===== src/rtl/raw_pkg.sv =====
// raw_pkg: shared types for the RAW hazard scoreboard.
// Optional feature macro: RAW_FORWARDING_EN (see raw_scoreboard.sv).
package raw_pkg;

  localparam int REG_W = 5;
  localparam logic [REG_W-1:0] REG_X0 = 5'd0;

  typedef struct packed {
    logic             valid;
    logic [REG_W-1:0] rd;
    logic             is_load;
  } raw_entry_t;

  function automatic int idx_width(int depth);
    return (depth > 1) ? $clog2(depth) : 1;
  endfunction

endpackage


===== src/rtl/raw_scoreboard_if.sv =====
// raw_scoreboard_if: decode-side bundle of the RAW hazard unit.
// Master = decode/testbench side, slave = scoreboard side.
interface raw_scoreboard_if
  import raw_pkg::*;
#(
  parameter int XLEN  = 32,
  parameter int NSRC  = 2,
  parameter int DEPTH = 3
);

  logic                  id_valid;
  logic                  flush;
  logic [NSRC*REG_W-1:0] id_rs_sel;
  logic [NSRC-1:0]       id_rs_used;
  logic [REG_W-1:0]      id_rd_sel;
  logic                  id_wr_en;
  logic                  id_is_load;
  logic [DEPTH*XLEN-1:0] stg_val;
  logic [NSRC*XLEN-1:0]  rgf_rs_val;
  logic [NSRC*XLEN-1:0]  raw_rs_val;
  logic                  stall;
  logic [31:0]           stall_cnt;

  modport master (
    output id_valid, flush, id_rs_sel,
    output id_rs_used, id_rd_sel,
    output id_wr_en, id_is_load,
    output stg_val, rgf_rs_val,
    input  raw_rs_val, stall, stall_cnt
  );

  modport slave (
    input  id_valid, flush, id_rs_sel,
    input  id_rs_used, id_rd_sel,
    input  id_wr_en, id_is_load,
    input  stg_val, rgf_rs_val,
    output raw_rs_val, stall, stall_cnt
  );

endinterface


===== src/rtl/raw_fwd_select.sv =====
// raw_fwd_select: youngest-match search over the scoreboard
// for one source register; reports hit, readiness and stage.
module raw_fwd_select
  import raw_pkg::*;
#(
  parameter int DEPTH      = 3,
  parameter int LOAD_STAGE = 1,
  parameter int IDX_W      = idx_width(DEPTH)
) (
  input  raw_entry_t [DEPTH-1:0] ent_i,
  input  logic [REG_W-1:0]       rs_i,
  output logic                   hit_o,
  output logic                   ready_o,
  output logic [IDX_W-1:0]       idx_o
);

  // Scan oldest to youngest so the lowest index wins.
  always_comb begin
    hit_o   = 1'b0;
    ready_o = 1'b0;
    idx_o   = '0;
    for (int k = DEPTH - 1; k >= 0; k--) begin
      if (ent_i[k].valid && ent_i[k].rd == rs_i) begin
        hit_o   = 1'b1;
        idx_o   = IDX_W'(k);
        ready_o = !ent_i[k].is_load ||
                  (k >= LOAD_STAGE);
      end
    end
  end

endmodule


===== src/rtl/raw_scoreboard.sv =====
// raw_scoreboard: RAW hazard unit between decode and execute.
// Macro RAW_FORWARDING_EN enables stage forwarding (else stall).
module raw_scoreboard
  import raw_pkg::*;
#(
  parameter int XLEN       = 32,
  parameter int NSRC       = 2,
  parameter int DEPTH      = 3,
  parameter int LOAD_STAGE = 1
) (
  input logic           clk,
  input logic           rst,
  raw_scoreboard_if.slave bus
);

  localparam int IDX_W = idx_width(DEPTH);

  raw_entry_t [DEPTH-1:0]       sb_q, sb_d;
  logic [31:0]                  cnt_q, cnt_d;
  logic [NSRC-1:0]              hit, ready, haz;
  logic [NSRC-1:0][IDX_W-1:0]   idx;
  logic [NSRC*XLEN-1:0]         opnd;
  logic                         stall;
  logic                         issue;

  for (genvar s = 0; s < NSRC; s++) begin : g_src
    raw_fwd_select #(
      .DEPTH      (DEPTH),
      .LOAD_STAGE (LOAD_STAGE),
      .IDX_W      (IDX_W)
    ) u_sel (
      .ent_i   (sb_q),
      .rs_i    (bus.id_rs_sel[s*REG_W +: REG_W]),
      .hit_o   (hit[s]),
      .ready_o (ready[s]),
      .idx_o   (idx[s])
    );
  end

  // Resolve each operand: x0, regfile, forwarded, or hazard.
  always_comb begin
    opnd = '0;
    haz  = '0;
    for (int s = 0; s < NSRC; s++) begin
      if (bus.id_rs_sel[s*REG_W +: REG_W] == REG_X0) begin
        opnd[s*XLEN +: XLEN] = '0;
      end else if (!bus.id_rs_used[s]) begin
        opnd[s*XLEN +: XLEN] = bus.rgf_rs_val[s*XLEN +: XLEN];
      end else begin
`ifdef RAW_FORWARDING_EN
        if (hit[s] && ready[s]) begin
          opnd[s*XLEN +: XLEN] =
            bus.stg_val[int'(idx[s])*XLEN +: XLEN];
        end else begin
          opnd[s*XLEN +: XLEN] = bus.rgf_rs_val[s*XLEN +: XLEN];
          haz[s] = hit[s];
        end
`else
        opnd[s*XLEN +: XLEN] = bus.rgf_rs_val[s*XLEN +: XLEN];
        haz[s] = hit[s];
`endif
      end
    end
  end

`ifndef RAW_FORWARDING_EN
  logic unused_nofwd;
  assign unused_nofwd = ^{bus.stg_val, ready, idx};
`endif

  assign stall = bus.id_valid && !bus.flush && (|haz);
  assign issue = bus.id_valid && bus.id_wr_en && !stall &&
                 !bus.flush && (bus.id_rd_sel != REG_X0);

  // Next scoreboard: shift toward WB, new entry or bubble at EX.
  always_comb begin
    sb_d = '0;
    for (int k = 1; k < DEPTH; k++) begin
      sb_d[k] = sb_q[k-1];
    end
    if (issue) begin
      sb_d[0] = raw_entry_t'{
        valid:   1'b1,
        rd:      bus.id_rd_sel,
        is_load: bus.id_is_load
      };
    end
    cnt_d = cnt_q + {31'd0, stall};
  end

  // Scoreboard and stall counter state; reset drops all tracking.
  always_ff @(posedge clk or posedge rst) begin
    if (rst) begin
      sb_q  <= '0;
      cnt_q <= '0;
    end else begin
      sb_q  <= sb_d;
      cnt_q <= cnt_d;
    end
  end

  assign bus.raw_rs_val = opnd;
  assign bus.stall      = stall;
  assign bus.stall_cnt  = cnt_q;

endmodule


===== src/flat_wrapper.sv =====
// flat-port wrapper written by rule: the top's interface ports become plain ports
module raw_scoreboard_flat import raw_pkg::*;
#(
  parameter int XLEN       = 32,
  parameter int NSRC       = 2,
  parameter int DEPTH      = 3,
  parameter int LOAD_STAGE = 1
)
  (clk, rst, bus_id_valid, bus_flush, bus_id_rs_sel, bus_id_rs_used, bus_id_rd_sel, bus_id_wr_en, bus_id_is_load, bus_stg_val, bus_rgf_rs_val, bus_raw_rs_val, bus_stall, bus_stall_cnt);
  raw_scoreboard_if #(.XLEN(XLEN), .NSRC(NSRC), .DEPTH(DEPTH)) bus_i ();
  input logic clk;
  input logic rst;
  input wire logic [$bits(bus_i.id_valid)-1:0] bus_id_valid;
  input wire logic [$bits(bus_i.flush)-1:0] bus_flush;
  input wire logic [$bits(bus_i.id_rs_sel)-1:0] bus_id_rs_sel;
  input wire logic [$bits(bus_i.id_rs_used)-1:0] bus_id_rs_used;
  input wire logic [$bits(bus_i.id_rd_sel)-1:0] bus_id_rd_sel;
  input wire logic [$bits(bus_i.id_wr_en)-1:0] bus_id_wr_en;
  input wire logic [$bits(bus_i.id_is_load)-1:0] bus_id_is_load;
  input wire logic [$bits(bus_i.stg_val)-1:0] bus_stg_val;
  input wire logic [$bits(bus_i.rgf_rs_val)-1:0] bus_rgf_rs_val;
  output wire logic [$bits(bus_i.raw_rs_val)-1:0] bus_raw_rs_val;
  output wire logic [$bits(bus_i.stall)-1:0] bus_stall;
  output wire logic [$bits(bus_i.stall_cnt)-1:0] bus_stall_cnt;
  assign bus_i.id_valid = bus_id_valid;
  assign bus_i.flush = bus_flush;
  assign bus_i.id_rs_sel = bus_id_rs_sel;
  assign bus_i.id_rs_used = bus_id_rs_used;
  assign bus_i.id_rd_sel = bus_id_rd_sel;
  assign bus_i.id_wr_en = bus_id_wr_en;
  assign bus_i.id_is_load = bus_id_is_load;
  assign bus_i.stg_val = bus_stg_val;
  assign bus_i.rgf_rs_val = bus_rgf_rs_val;
  assign bus_raw_rs_val = bus_i.raw_rs_val;
  assign bus_stall = bus_i.stall;
  assign bus_stall_cnt = bus_i.stall_cnt;
  raw_scoreboard #(.XLEN(XLEN), .NSRC(NSRC), .DEPTH(DEPTH), .LOAD_STAGE(LOAD_STAGE)) u_core (.clk(clk), .rst(rst), .bus(bus_i));
endmodule

===== config.mk =====
export PLATFORM = sky130hd
export DESIGN_NAME = raw_scoreboard_flat
export DESIGN_NICKNAME = d
export VERILOG_FILES = /design/src/rtl/raw_pkg.sv /design/src/rtl/raw_scoreboard_if.sv /design/src/rtl/raw_fwd_select.sv /design/src/rtl/raw_scoreboard.sv /design/src/flat_wrapper.sv
export SDC_FILE = /design/constraint.sdc
export NUM_CORES = 1
export LEC_CHECK = 0
export CAP_MARGIN = 20
export CORE_AREA = 2 2 108 110
export DETAILED_ROUTE_END_ITERATION = 8
export DIE_AREA = 0 0 110 112
export PLACE_DENSITY = 0.68
export SLEW_MARGIN = 20
export SYNTH_ARGS = -nofsm -noshare
export SYNTH_HDL_FRONTEND = slang
export SYNTH_SLANG_ARGS = --single-unit

===== constraint.sdc =====
create_clock -name clk -period 6.8 [get_ports clk]
set_input_delay 1.36 -clock clk [delete_from_list [all_inputs] [get_ports clk]]
set_output_delay 1.36 -clock clk [all_outputs]
set_load 0.02 [all_outputs]

==> metrics.txt, run 1 <==
Max transition margin=42.6%; post_cts resized=0; Final ANT Viol Nets=0; Mapped Area=2740 um2; Rows=39; gpl congestion=0.770; Worst VDD drop=0.0860 mV; switching part of the total=24.3%; Seq/Total Area, Yosys=45.6%; Yosys warning total=0; final net count=642; Yosys cell types=27; area grow syn2layout=78.7%; max cap viols=0; Die Height=112 um; cell area after placement=4730 um2; worst-skew pair later-pin latency=0.28 ns; critical path arrival=4.02 ns; RSZ-0062 raised after global routing=false; vias in the first global route=2,577; status=completed; crit path launch type=input pin; Setup CP Type=in -> out; CTS sink cnt=50; register bit total from synthesis=50; total negative slack=0 ns; final count of negative-setup-slack endpoints=0; Post-Syn Nets=458; Syn Inst Count=273; Tcrit/Tclk final=79.1%; global route total overflow=0; n_diodes=0; global-route wire length before repair=12,400 um; Clock Skew=0.00845 ns; sw power=179 uW; ratio of cells with drive above 1 in the final layout=4.37%; Period minus WS final=5.38 ns; Total Die Area=12,300 um2; All-Layer GR Usage=12.7%; mean routed wirelength per cell=13.6 um; Final Power=736 uW; Worst Path Required=5.44 ns; actual slew at the worst max-slew pin=0.859 ns; depth of the CTS H-tree=2; Finished Cell Area=4900 um2; Clock power frac=35.6%; Final Slew Violations=0; Final Hold Violating Endpoints=0; Residual DRC=0; die width=110 um; # IOs=280; Core ar.=11,200 um2; CTS Root Cell=clkbuf_16; postcts setup bufs=0; HPWL after DPL=6750 um; Crit. End Element=primary output; fmax=0.186 GHz; Initial Util=24.5%; clock buffer depth=2; Pint=557 uW; TritonRoute pass-1 iters=4; I/O Buffers=182; CTS tree=yes; DR vias=2,575; Seq pwr share=41.5%; drt total wl=8150 um; hold crit path type=reg -> reg; number of vias per cell=4.28; largest net degree at the start of global routing=51; CTS hold repair buffers=0; Syn Area/Cell=10.0 um2; clock-pin slew on the worst setup and hold paths=0.06 ns; cell area power density=150 nW/um2; number of buffers created by CTS=5; Critical Path Fanout Max=7; Lkg Pwr=0.00212 uW; Comb power frac=22.9%; initial antenna violation count=0; drt initial violations=68
cell families (layout without fill, tap and decap cells):
logic type | Yosys count | count (layout) | share of synthesized area, %
buffers and inverters | 18 | 203 | 2.51
flip-flops | 50 | 50 | 45.6
adder cells (fa/ha/maj) | 2 | 2 | 0.913
XOR/XNOR | 60 | 60 | 19.2
AND/OR/NAND/NOR | 140 | 140 | 30.9
AO/OA/AOI/OAI | 3 | 3 | 0.821
synth_stat cells:
cell      count  area share [%]
nand4_1       7             1.6
nand4_2       2            0.91
or3_1         1            0.23
clkbuf_1      5            0.68
nor2_1       14             1.9
nand3_1      15             2.7
ha_1          2            0.91
xor2_1       34              11
o21ai_0       2            0.37
nand3b_1      1            0.27
nand4_4       1            0.78
inv_1        12             1.6
nor4_1        6             1.4
buf_2         1            0.18
o22ai_2       1            0.46
nor4_2        1            0.46
and2_4        1            0.32
xnor2_1      26             8.3
or4_1         2            0.55
and3_1        4            0.91
and3b_1       1            0.32
dfrtp_1      50              46
nor3_2        1            0.37
nor4_4        1            0.78
nand2_1      10             1.4
nor3_1        8             1.5
nor2b_1      64              15
power by group through the flow:
| stage | registers [uW] | clock network, uW | logic, uW |
|---|---|---|---|
| 2_1_floorplan | 312 | 0 | 63.8 |
| 3_3_place_gp | 311 | 0 | 168 |
| 3_5_place_dp | 311 | 0 | 170 |
| 4_1_cts | 305 | 269 | 171 |
| 5_1_grt | 306 | 283 | 181 |
| 6_report | 305 | 262 | 168 |
worst max-delay path, stage by stage:
cell             delay, ns
clkdlybuf4s50_1       0.58
xor2_1                0.23
nor4_1                0.32
nand3_1               0.11
and3_1                0.20
o22ai_2               0.35
and3b_1               0.24
clkdlybuf4s50_1       0.61
cell usage in the layout, fill, tap and decap left out:
cell type / Yosys / routed
nor2_4: 0 / 1
nand4_4: 1 / 1
clkinv_4: 0 / 1
ha_1: 2 / 2
nor4_4: 1 / 1
or3_1: 1 / 1
clkinv_2: 0 / 1
and3b_1: 1 / 1
buf_4: 0 / 1
clkbuf_16: 0 / 5
or4_1: 2 / 2
nor4_2: 1 / 1
nor3_1: 8 / 8
nor3_2: 1 / 1
nor2_1: 14 / 12
nand4_1: 7 / 7
nand4_2: 2 / 2
nand2_1: 10 / 10
xnor2_1: 26 / 26
clkbuf_8: 0 / 2
o22ai_2: 1 / 1
xor2_1: 34 / 34
dfrtp_1: 50 / 50
clkdlybuf4s50_1: 0 / 182
nand3b_1: 1 / 1
o21ai_0: 2 / 2
nor4_1: 6 / 6
and2_4: 1 / 1
nor2_2: 0 / 1
nand3_1: 15 / 15
inv_1: 12 / 11
nor2b_1: 64 / 64
and3_1: 4 / 4
final cells by class:
cell class / count / area [um2]
timing repair buffer: 183 / 1830
multi-input combinational: 205 / 1430
sequential: 50 / 1250
fill: 1071 / 6280
inverter: 12 / 46.3
clock buffer: 7 / 153
tap: 143 / 179
clock inverter: 1 / 8.76
flip-flops by register name, summed over array words and instances, names as in the netlist:
name,count
u_core.sb_q,6
u_core.sb_d,12
u_core.bus.stall_cnt,32
path summary, 6_finish.rpt:
kind	start	endpoint	slack [ns]	depth (start not counted)
max	bus_id_rs_sel[5]	bus_stall	1.42	8
max in group asynchronous	rst	u_core.sb_d[13]	4.73	2
min reg2reg	u_core.sb_d[20]	u_core.sb_q[20]	0.41	0
max reg2reg	u_core.sb_q[19]	u_core.bus.stall_cnt[28]	3.37	13
min in group asynchronous	rst	u_core.bus.stall_cnt[31]	1.54	2
min	u_core.sb_d[20]	u_core.sb_q[20]	0.41	0
routing by layer:
layer | share of wire [%] | wire, um | global-route usage, %
met2 | 51 | 4150 | 23.0
met1 | 39 | 3140 | 14.8
met3 | 9.6 | 780 | 3.22
met4 | 0.82 | 67 | 2.62
met5 | 0 | 0 | 0
per-stage QoR:
stage	instances	hold slack [ns]	setup slack, ns	util, %
2_1_floorplan	273	0.373	2.81	-
6_report	601	0.407	1.42	43.8
3_3_place_gp	593	0.388	1.42	42.3
3_5_place_dp	593	0.391	1.34	42.3
4_1_cts	601	0.406	1.33	43.8
5_1_grt	601	0.427	1.28	43.8
No activity file was read; power rests on OpenSTA's default activity.
==> run 2, diff against run 1 <==
- CORE_AREA: 2 2 108 110 -> 2 2 107 109
- DIE_AREA: 0 0 110 112 -> 0 0 109 111
- PLACE_DENSITY: 0.68 -> 0.72
- clock period: 6.8 -> 4.9 ns (I/O delays scaled with it)
==> metrics.txt, run 2 (synthesis results as in run 1) <==
worst-skew pair later-pin latency=0.28 ns; Total Die Area=12,100 um2; n_diodes=0; max cap viols=0; hold crit path type=reg -> reg; Tcrit/Tclk final=91.9%; global-route wire length before repair=13,000 um; CTS Root Cell=clkbuf_16; Critical Path Fanout Max=5; CTS hold repair buffers=0; final net count=646; hold slack=0.409 ns; All-Layer GR Usage=13.5%; HPWL after DPL=6910 um; Worst VDD drop=0.142 mV; Worst Path Required=3.92 ns; Worst Reg2Reg Path Length in Cells=12; fill count=1,060; Crit. End Element=primary output; Critical R2R Launch=u_core.sb_d[10]; ratio of cells with drive above 1 in the final layout=5.19%; number of buffers created by CTS=5; most frequent cells in the layout=clkdlybuf4s50_1 (182), nor2b_1 (64), dfrtp_1 (50), xor2_1 (34), xnor2_1 (26); most used cell along the critical path=clkdlybuf4s50_1; Final Slew Violations=0; initial antenna violation count=0; die width=109 um; vias in the first global route=2,571; crit path max-delay cell type=clkdlybuf4s50_1; area grow syn2layout=79.1%; largest net degree at the start of global routing=51; # IOs=280; CP Depth=8; multi-input logic area=1430 um2; Final Hold Violating Endpoints=0; global route total overflow=0; depth of the CTS H-tree=2; Max transition margin=41.6%; gpl congestion=0.861; Residual DRC=0; post_cts resized=0; TritonRoute pass-1 iters=4; total negative slack=0 ns; r2r setup slk=1.61 ns; number of flip-flops in the largest register=32; Worst setup startpoint=bus_id_rs_sel[5]; I/O Buffers=182; commonest non-fill, non-tap cell in the layout=clkdlybuf4s50_1; drt total wl=8530 um; CTS sink cnt=50; Reg-to-Reg End=u_core.bus.stall_cnt[20]; Clock Skew=0.00452 ns; Setup CP Type=in -> out; Bufs and invs on worst path=2; Initial Util=24.7%; mean routed wirelength per cell=14.1 um; CTS tree=yes; FF/Latch Area=1250 um2; clock-pin slew on the worst setup and hold paths=0.07 ns; crit path to=bus_stall; Die Height=111 um; status=completed; peak per-stage delay on the critical path=0.62 ns; number of vias per cell=4.26; fmax=0.222 GHz; Final ANT Viol Nets=0; Lkg Pwr=0.00213 uW; RSZ-0062 raised after global routing=false; actual slew at the worst max-slew pin=0.876 ns; drt initial violations=108; postcts setup bufs=0; clock buffer depth=2; Period minus WS final=4.50 ns; critical path arrival=3.52 ns; crit path launch type=input pin; worst-path cell chain=clkdlybuf4s50_1 -> xor2_1 -> nor4_1 -> nand3_1 -> and3_1 -> o22ai_2 -> and3b_1 -> clkdlybuf4s50_1; cell area power density=203 nW/um2; final count of negative-setup-slack endpoints=0; DR vias=2,579; Core ar.=11,100 um2; Rows=39; delay-heaviest family, CP=buffers and inverters
[run 2: changes by cell type in the layout (fill, tap and decap cells not counted), sizes merged]
cell	before	now
clkbuf	7	5
buf	1	5
clkinvlp	0	1
clkinv	2	3
[run 2: power by group]
group          internal [uW]  switching (uW)
Combinational            137            98.1
Clock                    189             149
Sequential               418            5.20
Total                    744             253
[run 2: final cells by class]
| type | count | area share (%) |
|---|---|---|
| timing repair buffer | 187 | 37.9 |
| sequential | 50 | 25.5 |
| tap | 143 | 3.65 |
| clock buffer | 5 | 2.55 |
| multi-input combinational | 205 | 29.1 |
| inverter | 12 | 0.943 |
| clock inverter | 3 | 0.433 |
[run 2: metal layers]
metal  track usage, %  vias to the layer above  wire length [um]
met2             23.5                      119              4050
met1             15.9                     1181              3530
met4             4.27                        0               194
met3             3.64                       14               758
met5                0                        -                 0
li1                 -                     1265                 -
[run 2: worst reg2reg max path: stages (launching register included)]
cell and delay (ns):
dfrtp_1 0.42, xor2_1 0.17, nor4_1 0.34, nand3_1 0.14, and3_1 0.18, o22ai_2 0.25, and3b_1 0.24, ha_1 0.23
ha_1 0.27, nand3_1 0.20, or3_1 0.43, nor3_1 0.20, xnor2_1 0.14
[run 2: metrics by stage]
stage / worst slack (ns) / cells / utilization (%) / total power [uW] / instance area [um2]
finish: 0.396 / 605 / 44.3 / 997 / 4910
global route: 0.277 / 605 / 44.3 / 1040 / 4910
CTS: 0.396 / 605 / 44.3 / 1010 / 4910
detailed placement: 0.412 / 597 / 43.0 / 668 / 4760
global placement: 0.439 / 597 / 43.0 / 664 / 4760
floorplan: 1.29 / 273 / - / 521 / 2740
[run 2: worst min path at each step]
stage	to	depth (start not counted)	startpoint
2_1_floorplan	u_core.sb_d[20]	0	u_core.sb_d[13]
3_3_place_gp	u_core.sb_q[20]	0	u_core.sb_d[20]
3_5_place_dp	u_core.sb_q[20]	0	u_core.sb_d[20]
4_1_cts	u_core.sb_d[20]	0	u_core.sb_d[13]
5_1_grt	u_core.sb_q[20]	0	u_core.sb_d[20]
6_report	u_core.sb_d[20]	0	u_core.sb_d[13]
